File: src/rtl/fpnew_shared_issue.sv
// Shares one FPU between NumReq requesters: round-robin issue with per-requester
// credit limits, ID-tagged response steering, flush and busy/error reporting.
// Optional perf counters: define FPNEW_SHARED_ISSUE_PERF_EN.
module fpnew_shared_issue #(
  parameter int unsigned NumReq         = 4,
  parameter int unsigned ReqDataWidth   = 256,
  parameter int unsigned Width          = 64,
  parameter int unsigned TagWidth       = 4,
  parameter int unsigned MaxOutstanding = 4,
  localparam int unsigned IdWidth       = (NumReq > 1) ? $clog2(NumReq) : 1
) (
  input  logic                         clk_i,
  input  logic                         rst_i,
  input  logic [NumReq-1:0]            req_valid_i,
  output logic [NumReq-1:0]            req_ready_o,
  input  logic [NumReq*ReqDataWidth-1:0] req_data_i,
  input  logic [NumReq*TagWidth-1:0]   req_tag_i,
  output logic [NumReq-1:0]            rsp_valid_o,
  input  logic [NumReq-1:0]            rsp_ready_i,
  output logic [Width-1:0]             rsp_result_o,
  output logic [4:0]                   rsp_status_o,
  output logic [TagWidth-1:0]          rsp_tag_o,
  output logic                         fpu_req_valid_o,
  input  logic                         fpu_req_ready_i,
  output logic [ReqDataWidth-1:0]      fpu_req_data_o,
  output logic [IdWidth+TagWidth-1:0]  fpu_req_tag_o,
  input  logic                         fpu_rsp_valid_i,
  output logic                         fpu_rsp_ready_o,
  input  logic [Width-1:0]             fpu_rsp_result_i,
  input  logic [4:0]                   fpu_rsp_status_i,
  input  logic [IdWidth+TagWidth-1:0]  fpu_rsp_tag_i,
  input  logic                         flush_i,
  output logic                         fpu_flush_o,
  output logic                         busy_o,
  output logic                         err_o,
  output logic [31:0]                  perf_issued_o,
  output logic [31:0]                  perf_stall_o
);

  localparam int unsigned CntWidth = $clog2(MaxOutstanding + 1);

  typedef enum logic {UNLOCKED, LOCKED} state_t;

  state_t               state, state_nxt;
  logic [IdWidth-1:0]   lock_idx, lock_nxt;
  logic [IdWidth-1:0]   rr_ptr, rr_inc;
  logic                 err_q;
  logic [CntWidth-1:0]  cnt     [NumReq];
  logic [CntWidth-1:0]  cnt_nxt [NumReq];

  logic [NumReq-1:0]    eligible;
  logic                 found;
  logic [IdWidth-1:0]   pick;
  logic [IdWidth-1:0]   grant;
  logic                 grant_valid;
  logic                 issue;

  logic [IdWidth-1:0]   rsp_id;
  logic                 id_in_range;
  logic [CntWidth-1:0]  id_cnt;
  logic                 id_ready;
  logic                 routable;
  logic                 route;
  logic                 retire;
  logic                 err_set;

  // Forward side: eligibility and round-robin pick (two passes emulate wrapping)
  always_comb begin
    eligible = '0;
    for (int unsigned i = 0; i < NumReq; i++) begin
      eligible[i] = req_valid_i[i] && (cnt[i] < CntWidth'(MaxOutstanding));
    end
    found = 1'b0;
    pick  = '0;
    for (int unsigned i = 0; i < NumReq; i++) begin
      if (!found && eligible[i] && (i >= rr_ptr)) begin
        found = 1'b1;
        pick  = IdWidth'(i);
      end
    end
    for (int unsigned i = 0; i < NumReq; i++) begin
      if (!found && eligible[i]) begin
        found = 1'b1;
        pick  = IdWidth'(i);
      end
    end
  end

  always_comb begin
    if (state == LOCKED) begin
      grant       = lock_idx;
      grant_valid = 1'b1;
    end else begin
      grant       = pick;
      grant_valid = found;
    end
  end

  assign fpu_req_valid_o = grant_valid && !flush_i;
  assign issue           = fpu_req_valid_o && fpu_req_ready_i;
  assign fpu_req_data_o  = req_data_i[grant*ReqDataWidth +: ReqDataWidth];
  assign fpu_req_tag_o   = {grant, req_tag_i[grant*TagWidth +: TagWidth]};
  assign rr_inc          = (grant == IdWidth'(NumReq - 1)) ? '0 : grant + 1'b1;

  always_comb begin
    req_ready_o = '0;
    for (int unsigned i = 0; i < NumReq; i++) begin
      req_ready_o[i] = issue && (grant == IdWidth'(i));
    end
  end

  // Return side: the ID lookup is a loop so out-of-range IDs never index the arrays
  assign rsp_id = fpu_rsp_tag_i[IdWidth+TagWidth-1:TagWidth];

  always_comb begin
    id_in_range = 1'b0;
    id_cnt      = '0;
    id_ready    = 1'b0;
    for (int unsigned i = 0; i < NumReq; i++) begin
      if (rsp_id == IdWidth'(i)) begin
        id_in_range = 1'b1;
        id_cnt      = cnt[i];
        id_ready    = rsp_ready_i[i];
      end
    end
  end

  assign routable        = id_in_range && (id_cnt != '0);
  assign route           = fpu_rsp_valid_i && routable && !flush_i;
  assign fpu_rsp_ready_o = (flush_i || !routable) ? 1'b1 : id_ready;
  assign retire          = route && id_ready;
  assign err_set         = fpu_rsp_valid_i && !routable && !flush_i;

  always_comb begin
    rsp_valid_o = '0;
    for (int unsigned i = 0; i < NumReq; i++) begin
      rsp_valid_o[i] = route && (rsp_id == IdWidth'(i));
    end
  end

  assign rsp_result_o = fpu_rsp_result_i;
  assign rsp_status_o = fpu_rsp_status_i;
  assign rsp_tag_o    = fpu_rsp_tag_i[TagWidth-1:0];
  assign fpu_flush_o  = flush_i;
  assign err_o        = err_q;

  // Credit counters: a same-cycle issue and retire on one requester cancel out
  always_comb begin
    for (int unsigned i = 0; i < NumReq; i++) begin
      cnt_nxt[i] = cnt[i];
      if (flush_i) begin
        cnt_nxt[i] = '0;
      end else if (issue && (grant == IdWidth'(i)) && !(retire && (rsp_id == IdWidth'(i)))) begin
        cnt_nxt[i] = cnt[i] + 1'b1;
      end else if (retire && (rsp_id == IdWidth'(i)) && !(issue && (grant == IdWidth'(i)))) begin
        cnt_nxt[i] = cnt[i] - 1'b1;
      end
    end
  end

  always_comb begin
    state_nxt = state;
    lock_nxt  = lock_idx;
    if (flush_i) begin
      state_nxt = UNLOCKED;
    end else begin
      case (state)
        UNLOCKED: begin
          if (fpu_req_valid_o && !fpu_req_ready_i) begin
            state_nxt = LOCKED;
            lock_nxt  = grant;
          end
        end
        LOCKED: begin
          if (fpu_req_ready_i) state_nxt = UNLOCKED;
        end
        default: state_nxt = UNLOCKED;
      endcase
    end
  end

  always_ff @(posedge clk_i) begin
    if (rst_i) begin
      state    <= UNLOCKED;
      lock_idx <= '0;
      rr_ptr   <= '0;
      err_q    <= 1'b0;
      for (int unsigned i = 0; i < NumReq; i++) cnt[i] <= '0;
    end else begin
      state    <= state_nxt;
      lock_idx <= lock_nxt;
      if (issue)   rr_ptr <= rr_inc;
      if (err_set) err_q  <= 1'b1;
      for (int unsigned i = 0; i < NumReq; i++) cnt[i] <= cnt_nxt[i];
    end
  end

  always_comb begin
    busy_o = (state == LOCKED);
    for (int unsigned i = 0; i < NumReq; i++) begin
      if (cnt[i] != '0) busy_o = 1'b1;
    end
  end

`ifdef FPNEW_SHARED_ISSUE_PERF_EN
  logic [31:0] issued_q, stall_q;

  always_ff @(posedge clk_i) begin
    if (rst_i) begin
      issued_q <= '0;
      stall_q  <= '0;
    end else begin
      if (issue && (issued_q != '1)) issued_q <= issued_q + 1'b1;
      if (fpu_req_valid_o && !fpu_req_ready_i && (stall_q != '1)) stall_q <= stall_q + 1'b1;
    end
  end

  assign perf_issued_o = issued_q;
  assign perf_stall_o  = stall_q;
`else
  assign perf_issued_o = '0;
  assign perf_stall_o  = '0;
`endif

endmodule

File: config.mk
export PLATFORM = sky130hd
export DESIGN_NAME = fpnew_shared_issue
export DESIGN_NICKNAME = d
export VERILOG_FILES = /design/src/rtl/fpnew_shared_issue.sv
export SDC_FILE = /design/constraint.sdc
export NUM_CORES = 1
export LEC_CHECK = 0
export ABC_AREA = 1
export CAP_MARGIN = 40
export CELL_PAD_IN_SITES_DETAIL_PLACEMENT = 0
export CELL_PAD_IN_SITES_GLOBAL_PLACEMENT = 1
export CORE_AREA = 2 2 603 605
export DETAILED_ROUTE_END_ITERATION = 10
export DIE_AREA = 0 0 605 607
export PLACE_DENSITY_LB_ADDON = 0.1
export REMOVE_ABC_BUFFERS = 1
export SKIP_LAST_GASP = 1
export SYNTH_ARGS = -nofsm -noshare
export SYNTH_HDL_FRONTEND = slang
export SYNTH_SLANG_ARGS = --single-unit
File: constraint.sdc
create_clock -name clk_i -period 7.1 [get_ports clk_i]
set_clock_uncertainty 0.05 [all_clocks]
set_input_delay 1.065 -clock clk_i [delete_from_list [all_inputs] [get_ports clk_i]]
set_output_delay 1.065 -clock clk_i [all_outputs]
set_load 0.02 [all_outputs]
==> metrics <==
CTS tree=built; core area=about 360000 um^2; Clock transition at path regs=60 ps; Avg Synthesized Cell Area=5.097 um^2; Worst VDD drop=0.00006994 V; PD cells=126.2 nW/um^2; M1 wire length=just under 90000 um; Worst Hold Launch=cnt[0][7]; nets@finish=5141; CP Max Fanout=21; met3 routed WL=13290 um; dpl ws=1196 ps; worst skew pair latency=270 ps; Crit. End Element=output port; CTS Buf Count=3; final setup fails=0; register area share after synthesis=2.439%; initial antenna violation count=between 150 and 200; Die X=605 um; hpwl dp=between 150000 and 200000 um; gr ovfl total=0; Post-Syn Area=14780 um^2; Final Wtd Congestion=0.7993; Fin. Hold Viols=0; Ys Warns=0; Clock Path Buffers=2; Reg-to-Reg Start=cnt[0][8]; Slew headroom=a little under half; first-pass GRT wire length=277200 um; FILL cells=42690; TNS Setup=0 ps; Crit Path Category=input pin to output port; final wirelength=222100 um; register bit total from synthesis=18; critical path launch point type=input pin; RSZ-0062 raised after global routing=no; die area=367200 um^2; Peak Freq=about 0.17 GHz; register area=360.3 um^2; Util after Layout=roughly 9.2%; final period utilization=81.47%; initial core utilization=4.095%; Worst Setup SP=req_valid_i[2]; Pins Over Slew Limit=0; status=complete, no violations; DRT iter0 DRCs=between 1000 and 1500; H-tree Lvls=1; vias in the first global route=24720; CTS root buffer=clkbuf_16; cell count after synthesis=2899; Total GRT Usage=11.46%; 1st-pass router iterations=6; total power=4.198 mW; Die Ht=~610 um; # port buffers=1329; hold_buf cts=0; largest net degree at the start of global routing=95; Arrival @ worst endpoint=4670 ps; routed wire length per instance=between 20 and 30 um; Req. time, crit path=5980 ps; post-synthesis cell type count=31; Lkg Pwr=roughly 14 nW; post_cts resized=0; Clock Sinks=18; max-cap viol count=0; fin crit period=5784 ps; Final WS setup=1316 ps; I/O pin count=1540; vias per cell=roughly 2.7; layout cells sized above 1=approximately 2.2%; Area Growth Syn to Fin=125.1%; Antenna Nets Post-Route=0; area of the multi-input gates=10500 um^2; Slew @ Worst Pin=786.5 ps; uppermost layer routed=met5; setup bufs post-CTS=0; # rows=221; metal2 WL=between 100000 and 150000 um; # DRC=0; type of the most critical hold path=flip-flop to flip-flop; routed vias=~24000
[where the power goes]
group          internal, mW  switching (mW)  total, mW  leakage, nW
Combinational          1.63            2.32       3.95         13.6
Sequential            0.105         0.00423      0.109        0.146
Clock                0.0864          0.0528      0.139       0.0443
[logic make-up (layout without fill, tap and decap cells)]
| logic type | count (synthesis) | after routing | share of synthesized area (%) |
|---|---|---|---|
| AOI/OAI and AO/OA | 26 | 26 | 1.135 |
| xor gates and xnor gates | 6 | 6 | 0.3556 |
| adders and majority gates | 12 | 12 | 1.219 |
| buffers and inverters | 926 | 1964 | 28.39 |
| DFF | 18 | 18 | 2.439 |
| other | 1 | 84 | 0.02538 |
| and+or+nand+nor | 1910 | 1910 | 66.44 |
[cell usage in the layout, fill, tap and decap left out, types with 3 or more instances in the layout]
cell and n:
conb_1 64, buf_4 47, buf_12 25, nand3_1 523, dfxtp_1 18, o21ai_0 4, xor2_1 5, o21a_1 3
a21oi_1 12, nand4_1 9, fa_1 4, nor2_1 32, clkdlybuf4s50_1 1328, nand3b_1 520, nand2_1 815, nor3_1 4
diode_2 20, clkbuf_16 3, inv_1 557, ha_1 8
[metal layers]
metal	vias to the layer above	global-route usage (%)
li1	11050	-
met1	11250	13.26
met2	1052	22.06
met3	299	2.633
met4	60	0.5711
met5	-	0.2744
[state kept, by name, summed over array words and instances, names as in the netlist]
register	cells
state	1
cnt	12
err_o	1
rr_ptr	2
lock_idx	2
[per-stage QoR]
| stage | area (um^2) | hold slack, ps | cells |
|---|---|---|---|
| floorplan | 12920 | 424.8 | 2595 |
| global placement | 33100 | 450.7 | 8789 |
| detailed placement | 33130 | 445.0 | 8790 |
| CTS | 33220 | 455.4 | 8794 |
| global route | 33230 | 482.0 | 8800 |
| finish | 33270 | 456.9 | 8814 |
[Yosys cell counts (all sizes together)]
library cell | n | share of area (%)
inv | 559 | 14
dfxtp | 18 | 2.4
a21o | 2 | 0.10
xnor2 | 1 | 0.059
nand4 | 9 | 0.38
o21a | 3 | 0.15
o21bai | 1 | 0.051
fa | 4 | 0.54
conb | 1 | 0.025
o21ai | 5 | 0.19
nor2 | 34 | 0.90
ha | 8 | 0.68
or2 | 1 | 0.042
o221ai | 1 | 0.059
nand2 | 818 | 21
nor3 | 4 | 0.14
clkbuf | 109 | 2.8
xor2 | 5 | 0.30
nand3b | 520 | 26
buf | 258 | 11
nand3 | 524 | 18
a21oi | 14 | 0.58
[final timing paths]
check                                            to  slack, ps  cells after the start
worst max-delay path            fpu_req_data_o[146]       1320                     13
worst min-delay path                      cnt[0][7]        460                      2
worst min register to register            cnt[0][7]        460                      2
worst max register to register            cnt[0][5]       3150                     17
[critical path: stages]
cell             delay, ps
clkdlybuf4s50_1        400
inv_1                  110
nor2_1                  90
a21oi_1                250
nand2_1                110
nor2_2                 160
nand3_1                190
a21oi_4                280
buf_12                 240
buf_4                  440
nand3_1                420
nand2_1                190
clkdlybuf4s50_1        640
[final cells by class]
class / instances / area share, %
multi-input cells: 2018 / 31.56
flip-flops and latches: 18 / 1.083
repair buffers: 1401 / 42.60
inverters: 559 / 6.307
diodes: 20 / 0.1504
clock buffers: 4 / 0.2670
well taps: 4794 / 18.03
Note: power is estimated with default switching activity, not from simulation.
